### src/rtl/axi_log_pkg.sv
// Shared definitions for the log drain: entry geometry, field offsets and FSM states.
package axi_log_pkg;

   localparam int LOG_WORDS_PER_ENTRY = 3;
   localparam int LOG_WORD_BITW       = 32;
   localparam int LOG_ENTRY_BITW      = 96;

   localparam int LOG_TS_LSB    = 0;
   localparam int LOG_TS_BITW   = 32;
   localparam int LOG_ADDR_LSB  = 32;
   localparam int LOG_ADDR_BITW = 32;
   localparam int LOG_LEN_LSB   = 64;
   localparam int LOG_LEN_BITW  = 8;
   localparam int LOG_ID_LSB    = 72;
   localparam int LOG_ID_BITW   = 24;

   typedef enum logic [2:0] {
      IDLE,
      FETCH,
      CHECK,
      EMIT,
      CLEAR,
      CLRWAIT
   } drain_state_e;

   // The logger allocates its slots in blocks of 1024.
   function automatic int num_slots(input int num_entries);
      return ((num_entries + 1023) / 1024) * 1024;
   endfunction

endpackage

### src/rtl/axi_log_drain_if.sv
// Valid/ready beat stream carrying drained log words to the consumer.
interface axi_log_drain_if;
   import axi_log_pkg::*;

   logic                     OutValid_S;
   logic                     OutReady_S;
   logic [LOG_WORD_BITW-1:0] OutData_D;
   logic                     OutLast_S;

   modport master (output OutValid_S, output OutData_D, output OutLast_S, input OutReady_S);
   modport slave  (input OutValid_S, input OutData_D, input OutLast_S, output OutReady_S);

endinterface

### src/rtl/axi_log_entry_buf.sv
// Three-word entry capture buffer, all-zero detect and the three-beat stream sequencer.
module axi_log_entry_buf
   import axi_log_pkg::*;
(
   input  logic                     Clk_CI,
   input  logic                     Rst_RI,
   input  logic                     CapEn_SI,
   input  logic [1:0]               CapIdx_DI,
   input  logic [LOG_WORD_BITW-1:0] CapData_DI,
   input  logic                     EmitStart_SI,
   input  logic                     LastEntry_SI,
   output logic                     AllZero_SO,
   output logic                     EmitDone_SO,
   axi_log_drain_if.master          out_if
);

   logic [LOG_ENTRY_BITW-1:0] entry;

   for (genvar gi = 0; gi < LOG_WORDS_PER_ENTRY; gi++) begin : g_word
      logic [LOG_WORD_BITW-1:0] word_q;
      always_ff @(posedge Clk_CI) begin
         if (Rst_RI) begin
            word_q <= '0;
         end else if (CapEn_SI && CapIdx_DI == 2'(gi)) begin
            word_q <= CapData_DI;
         end
      end
      assign entry[gi*LOG_WORD_BITW +: LOG_WORD_BITW] = word_q;
   end

   logic [LOG_WORD_BITW-1:0] ts_word, addr_word, idlen_word;
   assign ts_word    = entry[LOG_TS_LSB +: LOG_TS_BITW];
   assign addr_word  = entry[LOG_ADDR_LSB +: LOG_ADDR_BITW];
   assign idlen_word = {entry[LOG_ID_LSB +: LOG_ID_BITW], entry[LOG_LEN_LSB +: LOG_LEN_BITW]};

   assign AllZero_SO = ~|entry;

   logic                     valid_q;
   logic [1:0]               beat_q;
   logic [LOG_WORD_BITW-1:0] data_q;
   logic                     last_q;
   logic                     fire;

   // Ready only advances registered state, so valid never depends on ready in the same cycle.
   assign fire        = valid_q & out_if.OutReady_S;
   assign EmitDone_SO = fire && (beat_q == 2'd2);

   always_ff @(posedge Clk_CI) begin
      if (Rst_RI) begin
         valid_q <= 1'b0;
         beat_q  <= 2'd0;
         data_q  <= '0;
         last_q  <= 1'b0;
      end else if (EmitStart_SI) begin
         valid_q <= 1'b1;
         beat_q  <= 2'd0;
         data_q  <= ts_word;
         last_q  <= 1'b0;
      end else if (fire) begin
         if (beat_q == 2'd2) begin
            valid_q <= 1'b0;
            beat_q  <= 2'd0;
            data_q  <= '0;
            last_q  <= 1'b0;
         end else begin
            beat_q <= beat_q + 2'd1;
            data_q <= (beat_q == 2'd0) ? addr_word : idlen_word;
            last_q <= (beat_q == 2'd1) & LastEntry_SI;
         end
      end
   end

   assign out_if.OutValid_S = valid_q;
   assign out_if.OutData_D  = data_q;
   assign out_if.OutLast_S  = last_q;

endmodule

### src/rtl/axi_log_drain.sv
// Drains the AXI BRAM logger: fetch 3 words per entry, stream them out, then clear the logger.
module axi_log_drain
   import axi_log_pkg::*;
#(
   parameter int NUM_LOG_ENTRIES = 16384,
   parameter int BRAM_ADDR_BITW  = 32,
   parameter int CLR_WAIT_EXTRA  = 4
) (
   input  logic                                     Clk_CI,
   input  logic                                     Rst_RI,
   input  logic                                     Start_SI,
   input  logic                                     AutoDrain_SI,
   input  logic                                     LogFull_SI,
   input  logic                                     StopOnEmpty_SI,
   output logic                                     BramEn_SO,
   output logic [BRAM_ADDR_BITW-1:0]                BramAddr_SO,
   input  logic [LOG_WORD_BITW-1:0]                 BramRd_DI,
   output logic                                     Clear_SO,
   output logic                                     Busy_SO,
   output logic                                     Done_SO,
   output logic [$clog2(num_slots(NUM_LOG_ENTRIES)):0] EntryCnt_DO,
   axi_log_drain_if.master                          out_if
);

   localparam int NUM_SLOTS = num_slots(NUM_LOG_ENTRIES);
   localparam int ENTRY_W   = $clog2(NUM_SLOTS);
   localparam int CNT_W     = ENTRY_W + 1;
   localparam int WADDR_W   = $clog2(LOG_WORDS_PER_ENTRY * NUM_SLOTS);
   localparam int WAIT_W    = $clog2(NUM_SLOTS + CLR_WAIT_EXTRA);

   // Done rises NUM_SLOTS+CLR_WAIT_EXTRA cycles after the Clear pulse.
   localparam logic [WAIT_W-1:0]  WAIT_LAST  = WAIT_W'(NUM_SLOTS + CLR_WAIT_EXTRA - 2);
   localparam logic [ENTRY_W-1:0] LAST_ENTRY = ENTRY_W'(NUM_SLOTS - 1);

   drain_state_e        state_q;
   logic                bram_en_q;
   logic [WADDR_W-1:0]  word_addr_q;
   logic [ENTRY_W-1:0]  entry_q;
   logic [CNT_W-1:0]    entry_cnt_q;
   logic [1:0]          phase_q;
   logic [WAIT_W-1:0]   wait_q;
   logic                clear_q;
   logic                done_q;

   logic cap_en, emit_start, all_zero, emit_done, drop_entry;
   logic [1:0] cap_idx;

   // Read data trails each enable by one cycle, so phases 1..3 capture words 0..2.
   assign cap_en     = (state_q == FETCH) && (phase_q != 2'd0);
   assign cap_idx    = phase_q - 2'd1;
   assign drop_entry = StopOnEmpty_SI & all_zero;
   assign emit_start = (state_q == CHECK) && !drop_entry;

   axi_log_entry_buf u_entry_buf (
      .Clk_CI       (Clk_CI),
      .Rst_RI       (Rst_RI),
      .CapEn_SI     (cap_en),
      .CapIdx_DI    (cap_idx),
      .CapData_DI   (BramRd_DI),
      .EmitStart_SI (emit_start),
      .LastEntry_SI (entry_q == LAST_ENTRY),
      .AllZero_SO   (all_zero),
      .EmitDone_SO  (emit_done),
      .out_if       (out_if)
   );

   always_ff @(posedge Clk_CI) begin
      if (Rst_RI) begin
         state_q     <= IDLE;
         bram_en_q   <= 1'b0;
         word_addr_q <= '0;
         entry_q     <= '0;
         entry_cnt_q <= '0;
         phase_q     <= 2'd0;
         wait_q      <= '0;
         clear_q     <= 1'b0;
         done_q      <= 1'b0;
      end else begin
         clear_q <= 1'b0;
         done_q  <= 1'b0;
         unique case (state_q)
            IDLE: begin
               if (Start_SI || (AutoDrain_SI && LogFull_SI)) begin
                  state_q     <= FETCH;
                  entry_q     <= '0;
                  entry_cnt_q <= '0;
                  word_addr_q <= '0;
                  bram_en_q   <= 1'b1;
                  phase_q     <= 2'd0;
               end
            end
            FETCH: begin
               // Address walks 3e, 3e+1, 3e+2 and rests on 3(e+1) for the next entry.
               phase_q <= phase_q + 2'd1;
               if (phase_q != 2'd3) word_addr_q <= word_addr_q + WADDR_W'(1);
               if (phase_q == 2'd2) bram_en_q <= 1'b0;
               if (phase_q == 2'd3) begin
                  phase_q <= 2'd0;
                  state_q <= CHECK;
               end
            end
            CHECK: begin
               if (drop_entry) begin
                  state_q <= CLEAR;
                  clear_q <= 1'b1;
               end else begin
                  state_q <= EMIT;
               end
            end
            EMIT: begin
               if (emit_done) begin
                  entry_cnt_q <= entry_cnt_q + CNT_W'(1);
                  if (entry_q == LAST_ENTRY) begin
                     state_q <= CLEAR;
                     clear_q <= 1'b1;
                  end else begin
                     entry_q   <= entry_q + ENTRY_W'(1);
                     state_q   <= FETCH;
                     bram_en_q <= 1'b1;
                     phase_q   <= 2'd0;
                  end
               end
            end
            CLEAR: begin
               state_q <= CLRWAIT;
               wait_q  <= '0;
            end
            CLRWAIT: begin
               if (wait_q == WAIT_LAST) begin
                  done_q  <= 1'b1;
                  state_q <= IDLE;
               end else begin
                  wait_q <= wait_q + WAIT_W'(1);
               end
            end
            default: state_q <= IDLE;
         endcase
      end
   end

   assign BramEn_SO   = bram_en_q;
   assign BramAddr_SO = BRAM_ADDR_BITW'({word_addr_q, 2'b00});
   assign Clear_SO    = clear_q;
   assign Done_SO     = done_q;
   assign Busy_SO     = (state_q != IDLE);
   assign EntryCnt_DO = entry_cnt_q;

endmodule

### src/flat_wrapper.sv
// flat-port wrapper written by rule: the top's interface ports become plain ports
module axi_log_drain_flat import axi_log_pkg::*;
#(
   parameter int NUM_LOG_ENTRIES = 16384,
   parameter int BRAM_ADDR_BITW  = 32,
   parameter int CLR_WAIT_EXTRA  = 4
)
  (Clk_CI, Rst_RI, Start_SI, AutoDrain_SI, LogFull_SI, StopOnEmpty_SI, BramEn_SO, BramAddr_SO, BramRd_DI, Clear_SO, Busy_SO, Done_SO, EntryCnt_DO, out_if_OutValid_S, out_if_OutData_D, out_if_OutLast_S, out_if_OutReady_S);
  axi_log_drain_if out_if_i ();
  input  logic Clk_CI;
  input  logic Rst_RI;
  input  logic Start_SI;
  input  logic AutoDrain_SI;
  input  logic LogFull_SI;
  input  logic StopOnEmpty_SI;
  output logic BramEn_SO;
  output logic [BRAM_ADDR_BITW-1:0] BramAddr_SO;
  input  logic [LOG_WORD_BITW-1:0] BramRd_DI;
  output logic Clear_SO;
  output logic Busy_SO;
  output logic Done_SO;
  output logic [$clog2(num_slots(NUM_LOG_ENTRIES)):0] EntryCnt_DO;
  output wire logic [$bits(out_if_i.OutValid_S)-1:0] out_if_OutValid_S;
  output wire logic [$bits(out_if_i.OutData_D)-1:0] out_if_OutData_D;
  output wire logic [$bits(out_if_i.OutLast_S)-1:0] out_if_OutLast_S;
  input wire logic [$bits(out_if_i.OutReady_S)-1:0] out_if_OutReady_S;
  assign out_if_OutValid_S = out_if_i.OutValid_S;
  assign out_if_OutData_D = out_if_i.OutData_D;
  assign out_if_OutLast_S = out_if_i.OutLast_S;
  assign out_if_i.OutReady_S = out_if_OutReady_S;
  axi_log_drain #(.NUM_LOG_ENTRIES(NUM_LOG_ENTRIES), .BRAM_ADDR_BITW(BRAM_ADDR_BITW), .CLR_WAIT_EXTRA(CLR_WAIT_EXTRA)) u_core (.Clk_CI(Clk_CI), .Rst_RI(Rst_RI), .Start_SI(Start_SI), .AutoDrain_SI(AutoDrain_SI), .LogFull_SI(LogFull_SI), .StopOnEmpty_SI(StopOnEmpty_SI), .BramEn_SO(BramEn_SO), .BramAddr_SO(BramAddr_SO), .BramRd_DI(BramRd_DI), .Clear_SO(Clear_SO), .Busy_SO(Busy_SO), .Done_SO(Done_SO), .EntryCnt_DO(EntryCnt_DO), .out_if(out_if_i));
endmodule
### config.mk
export PLATFORM = sky130hd
export DESIGN_NAME = axi_log_drain_flat
export DESIGN_NICKNAME = d
export VERILOG_FILES = /design/src/rtl/axi_log_pkg.sv /design/src/rtl/axi_log_drain_if.sv /design/src/rtl/axi_log_entry_buf.sv /design/src/rtl/axi_log_drain.sv /design/src/flat_wrapper.sv
export SDC_FILE = /design/constraint.sdc
export NUM_CORES = 1
export LEC_CHECK = 0
export ABC_AREA = 1
export CAP_MARGIN = 20
export CORE_MARGIN = 1
export CORE_UTILIZATION = 50
export DETAILED_ROUTE_END_ITERATION = 8
export HOLD_SLACK_MARGIN = 0.1
export PLACE_DENSITY = 0.76
export SYNTH_ARGS = -nofsm -noshare
export SYNTH_HDL_FRONTEND = slang
export SYNTH_SLANG_ARGS = --single-unit
### constraint.sdc
create_clock -name Clk_CI -period 1.7 [get_ports Clk_CI]
set_clock_uncertainty 0.15 [all_clocks]
set_input_delay 0.34 -clock Clk_CI [delete_from_list [all_inputs] [get_ports Clk_CI]]
set_output_delay 0.34 -clock Clk_CI [all_outputs]
set_load 0.02 [all_outputs]
* After elaboration in Yosys (flattened, before gate mapping)
Index checks and enable logic that the tools add are counted.
** Word-level totals
- Bits in registers :: 200
- Input port bits :: 39
- Output and inout port bits :: 85
- Logic and storage cells :: 124
** Cells by class
- Add/subtract/negate cells :: 7
- Equality and inequality tests :: 22
- Multiplexer cells :: 43
- Bitwise gates (word level) :: 4
- Reduce and logical (&&, ||, !) cells :: 32
** Operator list (count)
- $mux 32 :: 4
- $reduce_or 96->1 :: 1
- $pmux 15 s2 :: 2
- $mux 15 :: 3
- $mux 14 :: 3
- $mux 16 :: 2
- $pmux 16 s2 :: 1
- $add 15x1->15 const B :: 2
- $pmux 14 s2 :: 1
- $mux 3 :: 6
- $pmux 3 s6 :: 1
- $add 16x1->16 const B :: 1
- $eq 15x15->1 const B :: 1
- $add 14x1->14 const B :: 1
- $eq 14x14->1 const B :: 1
- $mux 1 :: 12
- $ne 2x2->1 const B :: 6
- $reduce_and 4->1 :: 3
- $reduce_bool 2->1 :: 6
- $mux 2 :: 5
- $eq 2x2->1 const B :: 4
- $logic_and 1x1->1 :: 7
- $eq 3x2->1 const B :: 2
- $eq 3x3->1 const B :: 2
- other kinds (19) :: 31

* Depth between registers and ports, before layout
Gate-level depths: netlist of the first run.
- Word-level depth :: 7
- Gate-level depth with buffers :: 12
- Mapped depth without buffers :: 12

* Modules after synthesis
A second synthesis of the first run with hierarchy kept.
** Unflattened totals
- Cells, all modules :: 1344
- Area total of the unflattened synthesis :: 9576.7 um2
** Modules (own cells, without submodules)
- axi_log_entry_buf :: times used 1, cells each 715, area an instance 5584.1 um2, sequential area each 2642.5 um2
- axi_log_drain :: times used 1, cells each 629, area an instance 3992.6 um2, sequential area each 1361.3 um2

* Worst setup path before layout of the first run
No wires, ideal clock.
- Kind :: register to register
- Start point :: reg u_core.entry_q[0]
- End point :: reg u_core.entry_q[0]
- Setup time :: 0.116 ns
- Arrival :: 1.609 ns
- Data required time :: 1.434 ns
- Setup slack :: -0.175 ns
- Stages on the path, launching flop included :: 9
- Buffers on the path :: 1
- Period minus slack after synthesis :: 1.875 ns
- Cells stage by stage :: dfxtp_1 -> ha_1 -> nand2_1 -> nor2_1 -> nand4_1 -> nand2_4 -> nand2_4 -> buf_6 -> o211a_1
** Between the ends
- Cells in the longest elaborated chain, start to end :: 4
- Elaborated cells between the ends (all ways) :: 7
- Classes of those cells :: add/sub: 1; eq/ne: 2; mux: 3; reduce/logical: 1
** RTL lines
- from (decl) :: line axi_log_drain.sv:38 : logic [ENTRY_W-1:0] entry_q;
- from (signal assigned) :: line axi_log_drain.sv:117 : entry_q <= entry_q + ENTRY_W'(1);
- $add 14x1->14 :: line axi_log_drain.sv:117
- $mux 14 :: line axi_log_drain.sv:113 : if (entry_q == LAST_ENTRY) begin
- $mux 14 :: line axi_log_drain.sv:111 : if (emit_done) begin
- $pmux 14 s2 :: line axi_log_drain.sv:81 : unique case (state_q)
Several ways; a longest one is shown, not always the timed one. The select of a mux whose other input is x is not followed.
A chain may end at the register's enable or synchronous reset.

* Worst setup path in the final report of the first run
- Start point :: reg u_core.u_entry_buf.g_word[2].word_q[9]
- End point :: reg u_core.u_entry_buf.data_q[30] (netlist: u_core.u_entry_buf.out_if.OutData_D[30])
** Between the ends
- Cells in the longest elaborated chain, start to end :: 6
- Elaborated cells between the ends (all ways) :: 7
- Classes of those cells :: mux: 1; bitwise: 1; reduce/logical: 5
** RTL lines
- from (decl) :: line axi_log_entry_buf.sv:20 : logic [LOG_WORD_BITW-1:0] word_q;
- from (signal assigned) :: line axi_log_entry_buf.sv:25 : word_q <= CapData_DI;
- $reduce_or 96->1 * :: line axi_log_entry_buf.sv:36 : assign AllZero_SO = ~|entry;
- $logic_not 1->1 * :: line axi_log_entry_buf.sv:36
- $and 1x1->1 * :: line axi_log_drain.sv:51 : assign drop_entry = StopOnEmpty_SI & all_zero;
- $logic_not 1->1 * :: line axi_log_drain.sv:52 : assign emit_start = (state_q == CHECK) && !drop_entry;
- $logic_and 1x1->1 * :: line axi_log_drain.sv:52
- $mux 32 or $reduce_bool 2->1 (tied branches)
- to (signal assigned) :: line axi_log_entry_buf.sv:57 : data_q <= ts_word;
- to (signal assigned) :: line axi_log_entry_buf.sv:67 : data_q <= (beat_q == 2'd0) ? addr_word : idlen_word;
- to (decl) :: line axi_log_entry_buf.sv:40 : logic [LOG_WORD_BITW-1:0] data_q;
Mark *: on every way between the ends. The rest lies on a longest branch, timed or not.

==> results of run 1 <==
[per-layer routing]
metal | share of wire | vias up | GRT usage
li1 | - | 5068 | -
met1 | 0.35 | 5179 | 0.354
met2 | 0.49 | 695 | 0.518
met3 | 0.093 | 212 | 0.0577
met4 | 0.066 | 0 | 0.143
met5 | 0 | - | 0
[synthesized netlist by cell type, types with 8 or more instances]
cell	number	area, sq um
nand2_1	207	777
dfxtp_1	200	4000
a21oi_1	184	921
inv_1	156	586
nor2_1	126	473
o21ai_0	106	531
nand3_1	99	495
clkbuf_1	45	169
a22oi_1	32	240
nand4_1	24	150
nor3_1	24	120
buf_4	17	128
nand3_2	17	170
o21ai_1	15	75.1
ha_1	10	125
nand2_2	9	56.3
buf_2	8	40.0
xor2_1	8	70.1
[tightest hold or removal path, cell delays in order, from the launching register on]
cell     delay, ns
dfxtp_1       0.32
nand3_2       0.07
a21oi_2       0.04
[report_power, final]
group	switching, uW	internal, uW
Sequential	231	4940
Clock	2010	2060
Combinational	2780	1990
Total	5020	8990
[cell families after synthesis]
kind of cell    count (synthesis)
simple gates                  537
flops                         200
fa+ha+maj                      10
compound gates                351
other cells                     1
xor+xnor                        8
buf+inv                       244
[worst max path at each step]
stage	slack, ns	endpoint	start
floorplan	-0.02	u_core.entry_q[0]	u_core.entry_q[0]
global placement	-0.51	u_core.u_entry_buf.out_if.OutData_D[27]	StopOnEmpty_SI
detailed placement	-0.55	u_core.u_entry_buf.out_if.OutData_D[10]	StopOnEmpty_SI
CTS	-0.22	u_core.u_entry_buf.out_if.OutData_D[31]	u_core.u_entry_buf.g_word[0].word_q[27]
global route	-0.72	u_core.u_entry_buf.out_if.OutData_D[30]	u_core.u_entry_buf.g_word[2].word_q[20]
finish	-0.51	u_core.u_entry_buf.out_if.OutData_D[30]	u_core.u_entry_buf.g_word[2].word_q[9]
[registers in the layout, indices dropped and copies added, names as in the netlist, 3 cells and up]
signal,cells
u_core.u_entry_buf.g_word.word_q,64
u_core.u_entry_buf.addr_word,32
u_core.u_entry_buf.out_if.OutData_D,32
u_core.word_addr_q,16
u_core.EntryCnt_DO,15
u_core.wait_q,15
u_core.entry_q,14
u_core.state_q,3
[area by class of cell]
cell class	count	area (sq um)	share of cell area
sequential	200	4050	0.280
clock buffer	17	425	0.0295
clock inverter	15	143	0.00988
multi-input combinational	924	5610	0.389
tap	260	325	0.0225
timing repair buffer	339	3230	0.224
inverter	166	653	0.0453
[metrics by stage]
stage / TNS, ns / cells / setup WS [ns]
finish: -18.37 / 1921 / -0.508
global route: -29.60 / 1921 / -0.718
CTS: -6.63 / 1896 / -0.221
detailed placement: -38.36 / 1839 / -0.551
global placement: -36.59 / 1839 / -0.513
floorplan: -0.0236 / 1366 / -0.0236
[what timing repair did]
item	4_1_cts	5_1_grt
pin swaps	23	82
resized for setup	170	325
endpoints found under the setup margin	176	209
hold buffers	1	0
cloned	7	15
endpoints found under the hold margin	1	0
setup buffers	20	18
==> summary.txt, run 1 <==
Place
  – Area post-placement: 12,300 sq um
  – IO buf count: 107
  – Detailed Place HPWL: 18,600 um
  – RD Place Congestion: 0.860

Worst setup path
  – FF-to-FF End: u_core.u_entry_buf.out_if.OutData_D[30]
  – Critical path depth: 11
  – Setup crit end kind: register
  – Delay-heaviest family, CP: simple AND/OR/NAND/NOR gates
  – Reg-to-reg slack, setup: -0.51 ns
  – CP max stage delay: 0.33 ns
  – Worst-path fanout max: 5
  – Critical Path RT: 1.94 ns
  – Crit path cell chain: nor2_2, nand3_2, nor2_2, nand3_1, nor2_2, nand3_2, nand2_4, buf_8, clkbuf_16, nand3_1, a21oi_1
  – Arrival @ worst endpoint: 2.44 ns
  – Reg2reg path depth: 11
  – Most common cell on crit path: nor2_2
  – Buf/Inv on CP: 2
  – Reg2reg start: u_core.u_entry_buf.g_word[2].word_q[9]
  – Slowest-stage cell, CP: dfxtp_2
  – Setup Crit Path Kind: reg -> reg
  – Worst Setup Start Kind: register

Global route
  – Total track usage: 0.298
  – Initial antenna violation count: 0
  – GRT overflow: 0
  – Largest net degree at the start of global routing: 79
  – Vias in the first global route: 9,815
  – First-pass GRT wire length: 47,400 um

Cells and area
  – Fillcell total: 1,205
  – Share of cells above drive strength 1: 0.341
  – Final-stage net count: 1,697
  – Most frequent cells in the layout: buf_4, dfxtp_1, a21oi_1
  – Commonest non-fill, non-tap cell in the layout: buf_4
  – Design Area, Final: 14,400 sq um
  – Util after Layout: 0.766
  – # diodes: 0
  – P&R area growth vs syn: 49.2%

Die
  – Die area: 19,900 sq um
  – Die Wd: 141 um
  – Ports: 124
  – Core Footprint: 18,800 sq um
  – Core Rows: 50
  – Die Y: 141 um
  – Initial Utilization: 0.514

Yosys
  – Combinational family with the most area after synthesis: simple AND/OR/NAND/NOR gates
  – Synth cell types: 49
  – Syn Inst Count: 1,351
  – Post-synthesis compound-gate area fraction: 0.194
  – Post-synth EDFFs: 0
  – #FFs+latches synth: 200
  – Post-synthesis mux area share: 0
  – Synth Area in XOR/XNOR: 0.00724
  – Post-synthesis simple-gate area fraction: 0.265
  – YS warnings: 0
  – Syn avg cell area: 7.16 sq um
  – Synthesized area: 9670 sq um
  – Top FF cell, synth: dfxtp_1
  – Synth Area in Adders: 0.0129
  – Ys async rst share: 0
  – Sequential area share after synthesis: 0.414

STA
  – Finish-stage setup viols: 100
  – Tcrit/Tclk final: 1.30
  – Slew headroom: 0.660
  – Worst hold margin: 0.320 ns
  – Min Tclk post-route: 2.21 ns
  – Max-slew violations: 0
  – Worst slew pin tran: 0.508 ns
  – Peak Freq: 453 MHz
  – RSZ-0062 raised after global routing: true
  – Final Hold Fails: 0
  – Worst setup margin: -0.508 ns

Worst hold path
  – Hold Path Sink: u_core.u_entry_buf.out_if.OutData_D[3]
  – Min-delay src: u_core.u_entry_buf.out_if.OutData_D[3]
  – Hold crit path type: reg -> reg
  – Cells on Worst Hold Path: 2

Clock tree
  – CTS clk-pin slew, worst paths: 0.08 ns
  – Root buf cell: clkbuf_16
  – CTS tree: done
  – CTS H-tree lvls: 4
  – Clock insertion delay at the later pin of the skew report: 0.46 ns
  – TritonCTS buffer count: 17
  – CTS sink cnt: 200
  – Clock Path Buffers: 2

Power and ir drop
  – Peak supply drop: 0.000906 V
  – Pwr dens: 971 nW/um^2
  – Leakage: 0.00600 uW
  – Overall Power: 14,000 uW

Routing
  – Initial DRC count: 1,268
  – Detailed-route wire length: 36,000 um
  – Routed Antenna Nets: 0
  – Vias per inst: 5.81
  – Via count: 11,154
  – # DRC: 0
  – Initial DRT Pass Iterations: 6
  – DR WL/cell: 18.8 um

Outcome
  – Failing checks: negative setup slack
  – Outcome: finished, violations left

Run
  – Max Cap Viol: 0
Power figures use the tool's default switching activity.
==> run 2: changes to the inputs <==
--- a/config.mk
+++ b/config.mk
@@ -11,6 +11,7 @@
 export CORE_UTILIZATION = 50
 export DETAILED_ROUTE_END_ITERATION = 8
 export HOLD_SLACK_MARGIN = 0.1
+export MAX_ROUTING_LAYER = met4
 export PLACE_DENSITY = 0.76
 export SYNTH_ARGS = -nofsm -noshare
 export SYNTH_HDL_FRONTEND = slang
==> run 2 against run 1 <==
Effect of this change:
- the run still ends with negative setup slack left
- non-clock buffer count rose by 13
- critical endpoint is now u_core.u_entry_buf.out_if.OutData_D[28]
- largest power group unchanged
- core utilization is 2.8 points higher
- register-to-register slack worse by 0.03 ns
- clock power rose by 9.1%
- die area is the same
- global-route usage increased by 0.44 points
==> summary.txt, run 2 (synthesis gave the netlist of run 1 again) <==
Power and ir drop
  – Overall Power: 14,700 uW (+4.6%)
  – Leakage: 0.00627 uW (+4.6%)
  – Pwr dens: 980 nW/um^2 (+0.95%)
  – Peak supply drop: 0.000891 V (-1.6%)

Routing
  – DR WL/cell: 20.8 um (+11%)
  – Initial DRC count: 1,192 (-6.0%)
  – # DRC: 0 (unchanged)
  – Vias per inst: 6.02 (+3.6%)
  – Via count: 11,625 (+4.2%)
  – Routed Antenna Nets: 0 (unchanged)
  – Detailed-route wire length: 40,100 um (+11%)
  – Initial DRT Pass Iterations: 6 (unchanged)

Worst setup path
  – Start point of the critical path: u_core.u_entry_buf.g_word[2].word_q[25]
  – Buf/Inv on CP: 1 (-1)
  – FF-to-FF End: u_core.u_entry_buf.out_if.OutData_D[28]
  – Critical path depth: 11 (unchanged)
  – Reg-to-reg slack, setup: -0.54 ns (-0.03 ns)
  – Arrival @ worst endpoint: 2.43 ns (about the same)
  – CP max stage delay: 0.34 ns (about the same)
  – Reg2reg path depth: 11 (unchanged)
  – Reg2reg start: u_core.u_entry_buf.g_word[2].word_q[25]
  – Worst-path fanout max: 9 (+4)
  – Crit path cell chain: nor2_1, nand3_1, nor2_2, nand2_1, nor2_2, nand3_2, nand2_4, buf_4, nand2_1, nand2_1, a21oi_2
  – Setup Crit Path Kind: reg -> reg
  – CP endpoint: u_core.u_entry_buf.out_if.OutData_D[28]
  – Slowest-stage cell, CP: dfxtp_2
  – Delay-heaviest family, CP: simple AND/OR/NAND/NOR gates
  – Setup crit end kind: register
  – Critical Path RT: 1.89 ns (-0.05 ns)
  – Worst Setup Start Kind: register
  – Most common cell on crit path: nand2_1

Die
  – Initial Utilization: 0.514 (unchanged)
  – Die area: 19,900 sq um (unchanged)
  – Ports: 124 (unchanged)
  – Die Wd: 141 um (unchanged)
  – Core Footprint: 18,800 sq um (unchanged)
  – Die Y: 141 um (unchanged)
  – Core Rows: 50 (unchanged)

Clock tree
  – TritonCTS buffer count: 17 (unchanged)
  – Clock insertion delay at the later pin of the skew report: 0.46 ns (about the same)
  – Root buf cell: clkbuf_16
  – CTS clk-pin slew, worst paths: 0.08 ns (about the same)
  – CTS H-tree lvls: 4 (unchanged)
  – Clock Path Buffers: 2 (unchanged)
  – CTS tree: done
  – Hold buffers post-CTS: 0 (-1)
  – CTS sink cnt: 200 (unchanged)

Cells and area
  – # diodes: 0 (unchanged)
  – Util after Layout: 0.794 (+0.0276)
  – P&R area growth vs syn: 54.6%
  – Largest register FFs: 64 (unchanged)
  – Final-stage net count: 1,709 (+0.71%)
  – Commonest non-fill, non-tap cell in the layout: buf_4
  – Top reg by flops: u_core.u_entry_buf.g_word.word_q
  – Share of cells above drive strength 1: 0.382 (+0.0408)
  – Most frequent cells in the layout: buf_4, dfxtp_1, nand2_1, a21oi_1, inv_1

Global route
  – Total track usage: 0.303 (+0.00440)
  – First-pass GRT wire length: 46,900 um (-1.1%)
  – Vias in the first global route: 9,629 (-1.9%)
  – Initial antenna violation count: 0 (unchanged)
  – Largest net degree at the start of global routing: 79 (unchanged)
  – GRT overflow: 0 (unchanged)

Outcome
  – Failing checks: negative setup slack
  – Outcome: finished, violations left

STA
  – Finish-stage setup viols: 181 (+81%)
  – Min Tclk post-route: 2.24 ns (+0.0273 ns)
  – Slew headroom: 0.650 (-0.00994)
  – Peak Freq: 447 MHz (-1.2%)
  – Tcrit/Tclk final: 1.31 (+0.0161)
  – Worst setup margin: -0.535 ns (-0.0273 ns)
  – Max-slew violations: 0 (unchanged)
  – Final Hold Fails: 0 (unchanged)
  – Worst slew pin tran: 0.523 ns (+0.0149 ns)
  – Worst hold margin: 0.141 ns (-0.179 ns)
  – RSZ-0062 raised after global routing: true

Worst hold path
  – Hold crit path type: in -> reg
  – Cells on Worst Hold Path: 2 (unchanged)

Place
  – RD Place Congestion: 0.862 (+0.23%)
  – Detailed Place HPWL: 18,200 um (-2.0%)
  – IO buf count: 107 (unchanged)

Run
  – Max Cap Viol: 0 (unchanged)
## run 2: changes by cell type in the layout (fill, tap and decap cells not counted), moves of 6 or more
cell,previous run,this run
o21ai_2,36,65
o21ai_0,35,17
o21ai_1,50,35
buf_6,22,34
inv_1,150,138
nand2_2,50,39
nor2_1,94,84
nor2_2,24,34
inv_2,8,17
dfxtp_2,21,29
dfxtp_1,175,168
dlygate4sd2_1,43,50
nand2_1,149,155
## run 2: report_power, final
part | switching (uW) | internal (uW) | leakage (uW) | total [uW]
logic | 2930 | 2120 | 0.00434 | 5040
clock network | 2030 | 2400 | 0.000303 | 4440
registers | 236 | 4940 | 0.00163 | 5180
total | 5200 | 9460 | 0.00627 | 14700
## run 2: final cells by class
type                            count  area, sq um
Multi-Input combinational cell    923         5860
Sequential cell                   200         4050
Fill cell                        1106         3880
Timing Repair Buffer              352         3430
Inverter                          166          668
Clock buffer                       18          439
Tap cell                          260          325
Clock inverter                     13          184
## run 2: metrics by stage
| stage | instances | instance area (sq um) | setup slack (ns) | TNS [ns] |
|---|---|---|---|---|
| finish | 1932 | 15000 | -0.535 | -33.12 |
| global route | 1932 | 15000 | -0.608 | -42.32 |
| CTS | 1889 | 13400 | -0.223 | -6.64 |
| detailed placement | 1832 | 12200 | -0.554 | -40.34 |
| global placement | 1832 | 12200 | -0.507 | -36.63 |
| floorplan | 1366 | 9760 | -0.0236 | -0.0236 |
## run 2: metal layers
metal | vias up | global-route usage | routed length (um)
li1 | 5081 | - | -
met1 | 5428 | 0.355 | 13900
met2 | 820 | 0.515 | 19300
met3 | 296 | 0.0469 | 4080
met4 | 0 | 0.130 | 2840
met5 | - | - | 0
## run 2: worst min path at each step
stage / slack, ns / endpoint / from
final: 0.14 / u_core.word_addr_q[14] / Rst_RI
after global routing: 0.16 / u_core.word_addr_q[14] / Rst_RI
after CTS: 0.13 / u_core.word_addr_q[14] / Rst_RI
after detailed placement: 0.30 / u_core.u_entry_buf.out_if.OutLast_S / u_core.u_entry_buf.out_if.OutLast_S
after global placement: 0.30 / u_core.u_entry_buf.addr_word[12] / u_core.u_entry_buf.addr_word[12]
after floorplan: 0.29 / u_core.u_entry_buf.addr_word[11] / u_core.u_entry_buf.addr_word[11]
## run 2: repair_timing
item,4_1_cts,5_1_grt
setup endpoints to repair,185,206
buffers inserted,22,31
pin swaps,36,103
resized for setup,164,430
gates cloned,7,20
## run 2: worst reg2reg max path, cell delays in order (launching register included)
cell and delay [ns]:
dfxtp_2 0.34, nor2_1 0.12, nand3_1 0.17, nor2_2 0.27
nand2_1 0.10, nor2_2 0.13, nand3_2 0.14, nand2_4 0.17
buf_4 0.25, nand2_1 0.09, nand2_1 0.11, a21oi_2 0.07
